## src/rtl/wb_sram_bridge.sv

```systemverilog
// Wishbone pipelined slave driving an external asynchronous SRAM with registered strobes.
// Optional write-protect window enabled by defining WB_SRAM_BRIDGE_WP_EN (adds wp_i).
module wb_sram_bridge #(
  parameter int unsigned           DATA_WIDTH  = 8,
  parameter int unsigned           ADDR_WIDTH  = 17,
  parameter int unsigned           WAIT_STATES = 2,
  parameter logic [ADDR_WIDTH-1:0] WP_BASE     = 17'h1_8000
) (
  input  logic                  wb_clock_i,
  input  logic                  wb_reset_n_i,
  input  logic [ADDR_WIDTH-1:0] wb_addr_i,
  input  logic [DATA_WIDTH-1:0] wb_data_i,
  output logic [DATA_WIDTH-1:0] wb_data_o,
  input  logic                  wb_we_i,
  input  logic                  wb_cycle_i,
  input  logic                  wb_strobe_i,
  output logic                  wb_stall_o,
  output logic                  wb_ack_o,
`ifdef WB_SRAM_BRIDGE_WP_EN
  input  logic                  wp_i,
`endif
  output logic [ADDR_WIDTH-1:0] ram_addr_o,
  input  logic [DATA_WIDTH-1:0] ram_data_i,
  output logic [DATA_WIDTH-1:0] ram_data_o,
  output logic                  ram_data_oe_o,
  output logic                  ram_oe_n_o,
  output logic                  ram_we_n_o
);

  localparam logic [2:0] StIdle    = 3'd0;
  localparam logic [2:0] StRd      = 3'd1;
  localparam logic [2:0] StWrSetup = 3'd2;
  localparam logic [2:0] StWrPulse = 3'd3;
  localparam logic [2:0] StWrHold  = 3'd4;
  localparam logic [2:0] StAck     = 3'd5;

  localparam logic [3:0] WaitCnt = WAIT_STATES[3:0];

  logic [2:0]            r_state;
  logic [2:0]            w_state_nxt;
  logic [2:0]            w_done_state;
  logic [3:0]            r_cnt;
  logic [3:0]            w_cnt_nxt;
  logic                  r_abort;
  logic                  w_abort_nxt;
  logic                  w_stall;
  logic                  w_accept;
  logic                  w_capture;
  logic                  w_we_allow;
  logic [ADDR_WIDTH-1:0] r_addr;
  logic [DATA_WIDTH-1:0] r_wdata;
  logic [DATA_WIDTH-1:0] r_rdata;
  logic                  r_oe_n;
  logic                  r_we_n;
  logic                  r_data_oe;

  assign w_stall  = !((r_state == StIdle) || (r_state == StAck));
  assign w_accept = wb_cycle_i & wb_strobe_i & ~w_stall;

`ifdef WB_SRAM_BRIDGE_WP_EN
  logic r_wp_blk;

  always_ff @(posedge wb_clock_i) begin
    if (!wb_reset_n_i) begin
      r_wp_blk <= 1'b0;
    end else if (w_accept) begin
      r_wp_blk <= wp_i & wb_we_i & (wb_addr_i >= WP_BASE);
    end
  end

  assign w_we_allow = ~r_wp_blk;
`else
  assign w_we_allow = 1'b1;
`endif

  // An abort seen at any point of the access suppresses the ack at the end.
  assign w_done_state = (r_abort | ~wb_cycle_i) ? StIdle : StAck;

  always_comb begin
    w_state_nxt = r_state;
    w_cnt_nxt   = r_cnt;
    w_abort_nxt = r_abort | ~wb_cycle_i;
    w_capture   = 1'b0;
    case (r_state)
      StIdle, StAck: begin
        w_state_nxt = StIdle;
        w_abort_nxt = 1'b0;
        if (w_accept) begin
          w_state_nxt = wb_we_i ? StWrSetup : StRd;
          w_cnt_nxt   = WaitCnt;
        end
      end
      StRd: begin
        if (r_cnt == 4'd0) begin
          w_state_nxt = w_done_state;
          w_capture   = 1'b1;
        end else begin
          w_cnt_nxt = r_cnt - 4'd1;
        end
      end
      StWrSetup: begin
        w_state_nxt = StWrPulse;
        w_cnt_nxt   = WaitCnt;
      end
      StWrPulse: begin
        if (r_cnt == 4'd0) begin
          w_state_nxt = StWrHold;
        end else begin
          w_cnt_nxt = r_cnt - 4'd1;
        end
      end
      StWrHold: w_state_nxt = w_done_state;
      default:  w_state_nxt = StIdle;
    endcase
  end

  // SRAM strobes are registered from the next state so they never glitch.
  always_ff @(posedge wb_clock_i) begin
    if (!wb_reset_n_i) begin
      r_state   <= StIdle;
      r_cnt     <= 4'd0;
      r_abort   <= 1'b0;
      r_addr    <= '0;
      r_wdata   <= '0;
      r_rdata   <= '0;
      r_oe_n    <= 1'b1;
      r_we_n    <= 1'b1;
      r_data_oe <= 1'b0;
    end else begin
      r_state   <= w_state_nxt;
      r_cnt     <= w_cnt_nxt;
      r_abort   <= w_abort_nxt;
      if (w_accept) begin
        r_addr  <= wb_addr_i;
        r_wdata <= wb_data_i;
      end
      if (w_capture) begin
        r_rdata <= ram_data_i;
      end
      r_oe_n    <= (w_state_nxt != StRd);
      r_we_n    <= !((w_state_nxt == StWrPulse) && w_we_allow);
      r_data_oe <= (w_state_nxt == StWrSetup) || (w_state_nxt == StWrPulse) ||
                   (w_state_nxt == StWrHold);
    end
  end

  assign wb_stall_o    = w_stall;
  assign wb_ack_o      = (r_state == StAck);
  assign wb_data_o     = r_rdata;
  assign ram_addr_o    = r_addr;
  assign ram_data_o    = r_wdata;
  assign ram_data_oe_o = r_data_oe;
  assign ram_oe_n_o    = r_oe_n;
  assign ram_we_n_o    = r_we_n;

endmodule

```

## config.mk

```make
export PLATFORM = sky130hd
export DESIGN_NAME = wb_sram_bridge
export DESIGN_NICKNAME = d
export VERILOG_FILES = /design/src/rtl/wb_sram_bridge.sv
export SDC_FILE = /design/constraint.sdc
export NUM_CORES = 1
export LEC_CHECK = 0
export BUFFER_PORTS_ARGS = -buffer_cell sky130_fd_sc_hd__buf_2
export CAP_MARGIN = 20
export CORE_MARGIN = 2
export CORE_UTILIZATION = 47
export DETAILED_ROUTE_END_ITERATION = 6
export PLACE_DENSITY = 0.9
export SLEW_MARGIN = 5
export SYNTH_ARGS = -nofsm -noshare
export SYNTH_HDL_FRONTEND = slang
export SYNTH_SLANG_ARGS = --single-unit
```

## constraint.sdc

```tcl
create_clock -name wb_clock_i -period 1.91 [get_ports wb_clock_i]
set_input_delay 0.382 -clock wb_clock_i [delete_from_list [all_inputs] [get_ports wb_clock_i]]
set_output_delay 0.382 -clock wb_clock_i [all_outputs]
set_load 0.005 [all_outputs]
```

Word level (Yosys, flattened, before mapping):

Cells that the tools add are included.
Widths: inputs -> output; s select.

* flip-flop bits (word level): 44
* input bits: 38

* add/sub/neg operators: 1
* equality and inequality tests: 11
* mux-type cells: 11
* bitwise gates (word level): 5
* reduce and logical (&&, ||, !) cells: 12

Operators with widths (count)
* $pmux 3 s5: 1
* $eq 3x2->1 const B: 4
* $pmux 4 s3: 1
* $eq 3x3->1 const B: 3
* $mux 3: 3
* $mux 4: 2
* $logic_not 4->1: 1
* $mux 2: 2
* $ne 2x2->1 const B: 2
* $reduce_or 2->1: 2
* $sub 4x1->4 const B: 1
* $eq 3x1->1 const B: 1
* $logic_not 3->1: 1
* $logic_or 1x1->1: 3
* $ne 3x1->1 const B: 1
* $reduce_and 3->1: 1
* $reduce_bool 3->1: 1
* $reduce_or 3->1: 1
* $and 1x1->1: 2
* $logic_not 1->1: 2
* $mux 1: 2
* $not 1->1: 2
* $or 1x1->1: 1

Longest topological paths before layout:

* depth in word-level cells: 8
* gate-level depth with buffers: 7
* gate-level depth less buffers: 6

Worst setup path after synthesis:

No wires, ideal clock.

* path kind: reg2reg
* start point: reg r_cnt[0]
* end point: reg r_rdata[0], in the netlist wb_data_o[0]
* library setup time: 0.116 ns
* arrival: 1.574 ns
* path slack: 0.220 ns
* cell stages (with the launch flop): 8
* period minus slack after synthesis: 1.690 ns
* cell sequence: dfxtp_1 > inv_1 > ha_1 > or3b_4 > or3_1 > buf_6 > mux2i_1 > nor2b_1

* cells in the longest elaborated chain, start to end: 3

Ends and longest elaborated chain
* start, declared: line 42 `logic [3:0] r_cnt;`
* start signal, assigned: line 131 `r_cnt <= w_cnt_nxt;`
* $logic_not 4->1: line 94 `if (r_cnt == 4'd0) begin`
* $mux 1: line 94
* $mux 1: line 84 `case (r_state)`
* end signal, assigned: line 138 `r_rdata <= ram_data_i;`
* end, declared: line 52 `logic [DATA_WIDTH-1:0] r_rdata;`

No other way between the ends.
A chain may end at the register's enable or synchronous reset.

Worst setup path in the final report:

* start point: reg r_cnt[0]
* end point: reg r_rdata[3], in the netlist wb_data_o[3]

The elaborated chain is that of the path after synthesis.

==> results.py <==
metrics = {
    "clock_network": {
        "h-tree-depth": 2,
        "clk_pin_slew_ps": 80,
        "cts-root-buf": "clkbuf_8",
        "cts_tree": "done",
        "cts_setup_buffers": 0,
        "clk_latency_ps": 290,
        "cts_buffer_depth": 2,
        "cts_sinks": 44,
        "cts_buffers": 5,
        "cts_resized": 1,
        "hold_buffers": 0,
    },
    "sta": {
        "final-setup-viol-count": 0,
        "layout_setup_ws_ps": 134,
        "fin_setup_tns_ps": 0,
        "holdWs_ps": 332,
        "slew_violations": 0,
        "period_share_pct": 93.0,
        "max_freq_mhz": 563,
        "period_needed_ps": 1780,
        "slew_headroom_pct": 74.2,
        "hold_violations": 0,
        "rsz0062_at_grt": "no",
        "tightestPinTransition_ps": 387,
        "skew_ps": 3.63,
    },
    "placed_design": {
        "portBuffers": 75,
        "placed_cell_area_sq_mm": 0.00223,
        "place_ws_ps": -1.64,
        "gp_congestion": 0.811,
        "place.detailed.hpwl_mm": 2.79,
    },
    "route": {
        "first_pass_iters": 4,
        "drc": 0,
        "via_per_inst": 4.93,
        "vias": 1623,
        "ant_nets": 0,
        "detail_route.wl_per_cell_microns": 11.6,
        "drtIter0Drc": 57,
        "finalWirelength_mm": 3.83,
    },
    "logic_synthesis": {
        "synth_seq_cells": 44,
        "yosys.area.top_type_share_pct": 48.4,
        "synthArstFlopShare_pct": 0,
        "synthFlopType": "dfxtp_1",
        "synth.avg_cell_area_sq_um": 8.79,
        "yosysUniqueCellTypes": 37,
        "ys_top_cells_by_count": "nand2_1, dfxtp_1, a21boi_0, nor2b_1",
        "yosysSeqAreaShare_pct": 48.4,
        "syn_area_sq_mm": 0.00182,
        "yosysMostFrequentCell": "nand2_1",
        "ys_top_cells_by_area": "dfxtp_1, nand2_1, a21boi_0",
        "synth_warnings": 0,
        "syn-num-nets": 246,
        "synth_edf_count": 0,
        "synth.largest_area_cell": "dfxtp_1",
        "syn_inst": 207,
    },
    "floorplanning": {
        "dieWidth_microns": 66.2,
        "rows": 22,
        "die_y_microns": 66.2,
        "core_area_sq_mm": 0.00369,
        "fp.dieArea_sq_mm": 0.00439,
        "start_util_pct": 49.4,
        "ios": 76,
    },
    "layout": {
        "final_nets": 319,
        "antenna_cells": 0,
        "final_area_sq_mm": 0.00232,
        "drive_gt1_share_pct": 32.4,
        "final_core_util_pct": 63.0,
        "area_growth_pct": 27.6,
    },
    "worst_hold_path": {
        "hold_path_class": "in2reg",
        "whs_path_depth": 3,
    },
    "global_route": {
        "gr-total-overflow": 0,
        "grt_pass1_vias": 1567,
        "grt_pass1_wl_mm": 6.47,
        "track_usage_pct": 18.9,
        "grt_max_degree": 44,
        "antenna_found_initial": 0,
    },
    "critical_path": {
        "worstPathArrival_ps": 1960,
        "required_ps": 2100,
        "path_cells": "inv_1, ha_1, or3b_4, or3_4, mux2i_1, nor2b_1",
        "cpPeakStageDelay_ps": 420,
        "crit_type": "reg2reg",
        "startpoint_type": "flip-flop",
        "crit_family": "simple AND/OR/NAND/NOR gates",
        "crit_cells": 6,
        "worst-path-buf-inv": 1,
        "critPathMaxFanout": 8,
        "cp_slowest_cell": "or3b_4",
        "rr_worst_depth": 6,
        "setup.worst_path.end_class": "flip-flop",
    },
    "run_status": {
        "status": "complete, no violations",
    },
    "power": {
        "vdd_drop_max_mv": 0.491,
        "powerDensity_mw_per_mm2": 943,
        "p_leak_nw": 1.09,
    },
    "job": {
        "maxCapViolCount": 0,
    },
}
## state kept, by name, summed over array words and instances (netlist names)
signal         flops
ram_oe_n_o         1
r_abort            1
ram_data_o         8
wb_data_o          8
ram_we_n_o         1
ram_addr_o        17
r_cnt              4
ram_data_oe_o      1
r_state            3
## worst register-to-register path, stage by stage, from the launching register on
cell and delay, ps:
dfxtp_1 340, inv_1 60, ha_1 200, or3b_4 420, or3_4 420, mux2i_1 180
nor2b_1 60
## layout make-up
class	instances	area (sq um)
fill	335	1370
sequential	44	881
tap	48	60.1
inverter	3	11.3
timing repair buffer	80	413
clock inverter	2	10.0
clock buffer	6	82.6
multi-input combinational	146	866
## cells by family after synthesis
kind of cell,after synthesis,share of synthesized area [%]
compound gates,40,16.2
xor+xnor,2,0.962
fa+ha+maj,1,0.687
buf+inv,17,4.33
flops,44,48.4
mux,8,4.40
simple gates,95,25.1
## final timing paths
kind                               from                          to  slack, ps
max reg2reg       r_cnt[0]$_SDFFE_PN0P_   wb_data_o[3]$_SDFFE_PN0P_        130
min                        wb_data_i[1]  ram_data_o[1]$_SDFFE_PN0N_        330
max               r_cnt[0]$_SDFFE_PN0P_   wb_data_o[3]$_SDFFE_PN0P_        130
min reg2reg  ram_data_o[5]$_SDFFE_PN0N_  ram_data_o[5]$_SDFFE_PN0N_        450
## layer usage
layer	part of all wire [%]	up-vias	global-route usage [%]	routed length, microns
li1	-	837	-	-
met1	42	725	21.9	1630
met2	49	59	32.8	1860
met3	8.4	2	6.47	321
met4	0.47	0	5.36	18
met5	0	-	0	0
## layout by cell type (no fill, tap or decap), drive strengths merged
| master | instances |
|---|---|
| clkbuf | 6 |
| nand3 | 2 |
| nor2 | 4 |
| a211o | 1 |
| dfxtp | 44 |
| nand2b | 4 |
| nand2 | 59 |
| xor2 | 1 |
| o21ai | 3 |
| nor4b | 1 |
| o32ai | 1 |
| or3b | 1 |
| o211ai | 2 |
| nand4 | 1 |
| nand3b | 1 |
| or4 | 1 |
| nor3b | 2 |
| or3 | 2 |
| buf | 80 |
| xnor2 | 1 |
| o211a | 1 |
| and3b | 2 |
| ha | 1 |
| inv | 3 |
| a311o | 1 |
| and2 | 1 |
| nor3 | 1 |
| o221ai | 1 |
| nor2b | 11 |
| clkinv | 2 |
| a21oi | 3 |
| a21boi | 27 |
| nand4b | 2 |
| mux2i | 8 |
## report_power, final
group / internal, mW / switching [mW] / total, mW
clock: 0.288 / 0.293 / 0.582
sequential: 1.01 / 0.0703 / 1.08
combinational: 0.264 / 0.265 / 0.529
## per-stage QoR
stage               power [mW]  std cells
floorplan                 1.44        207
global placement          1.60        321
detailed placement        1.63        321
CTS                       2.22        329
global route              2.33        329
finish                    2.19        329
No activity file was read; power rests on OpenSTA's default activity.
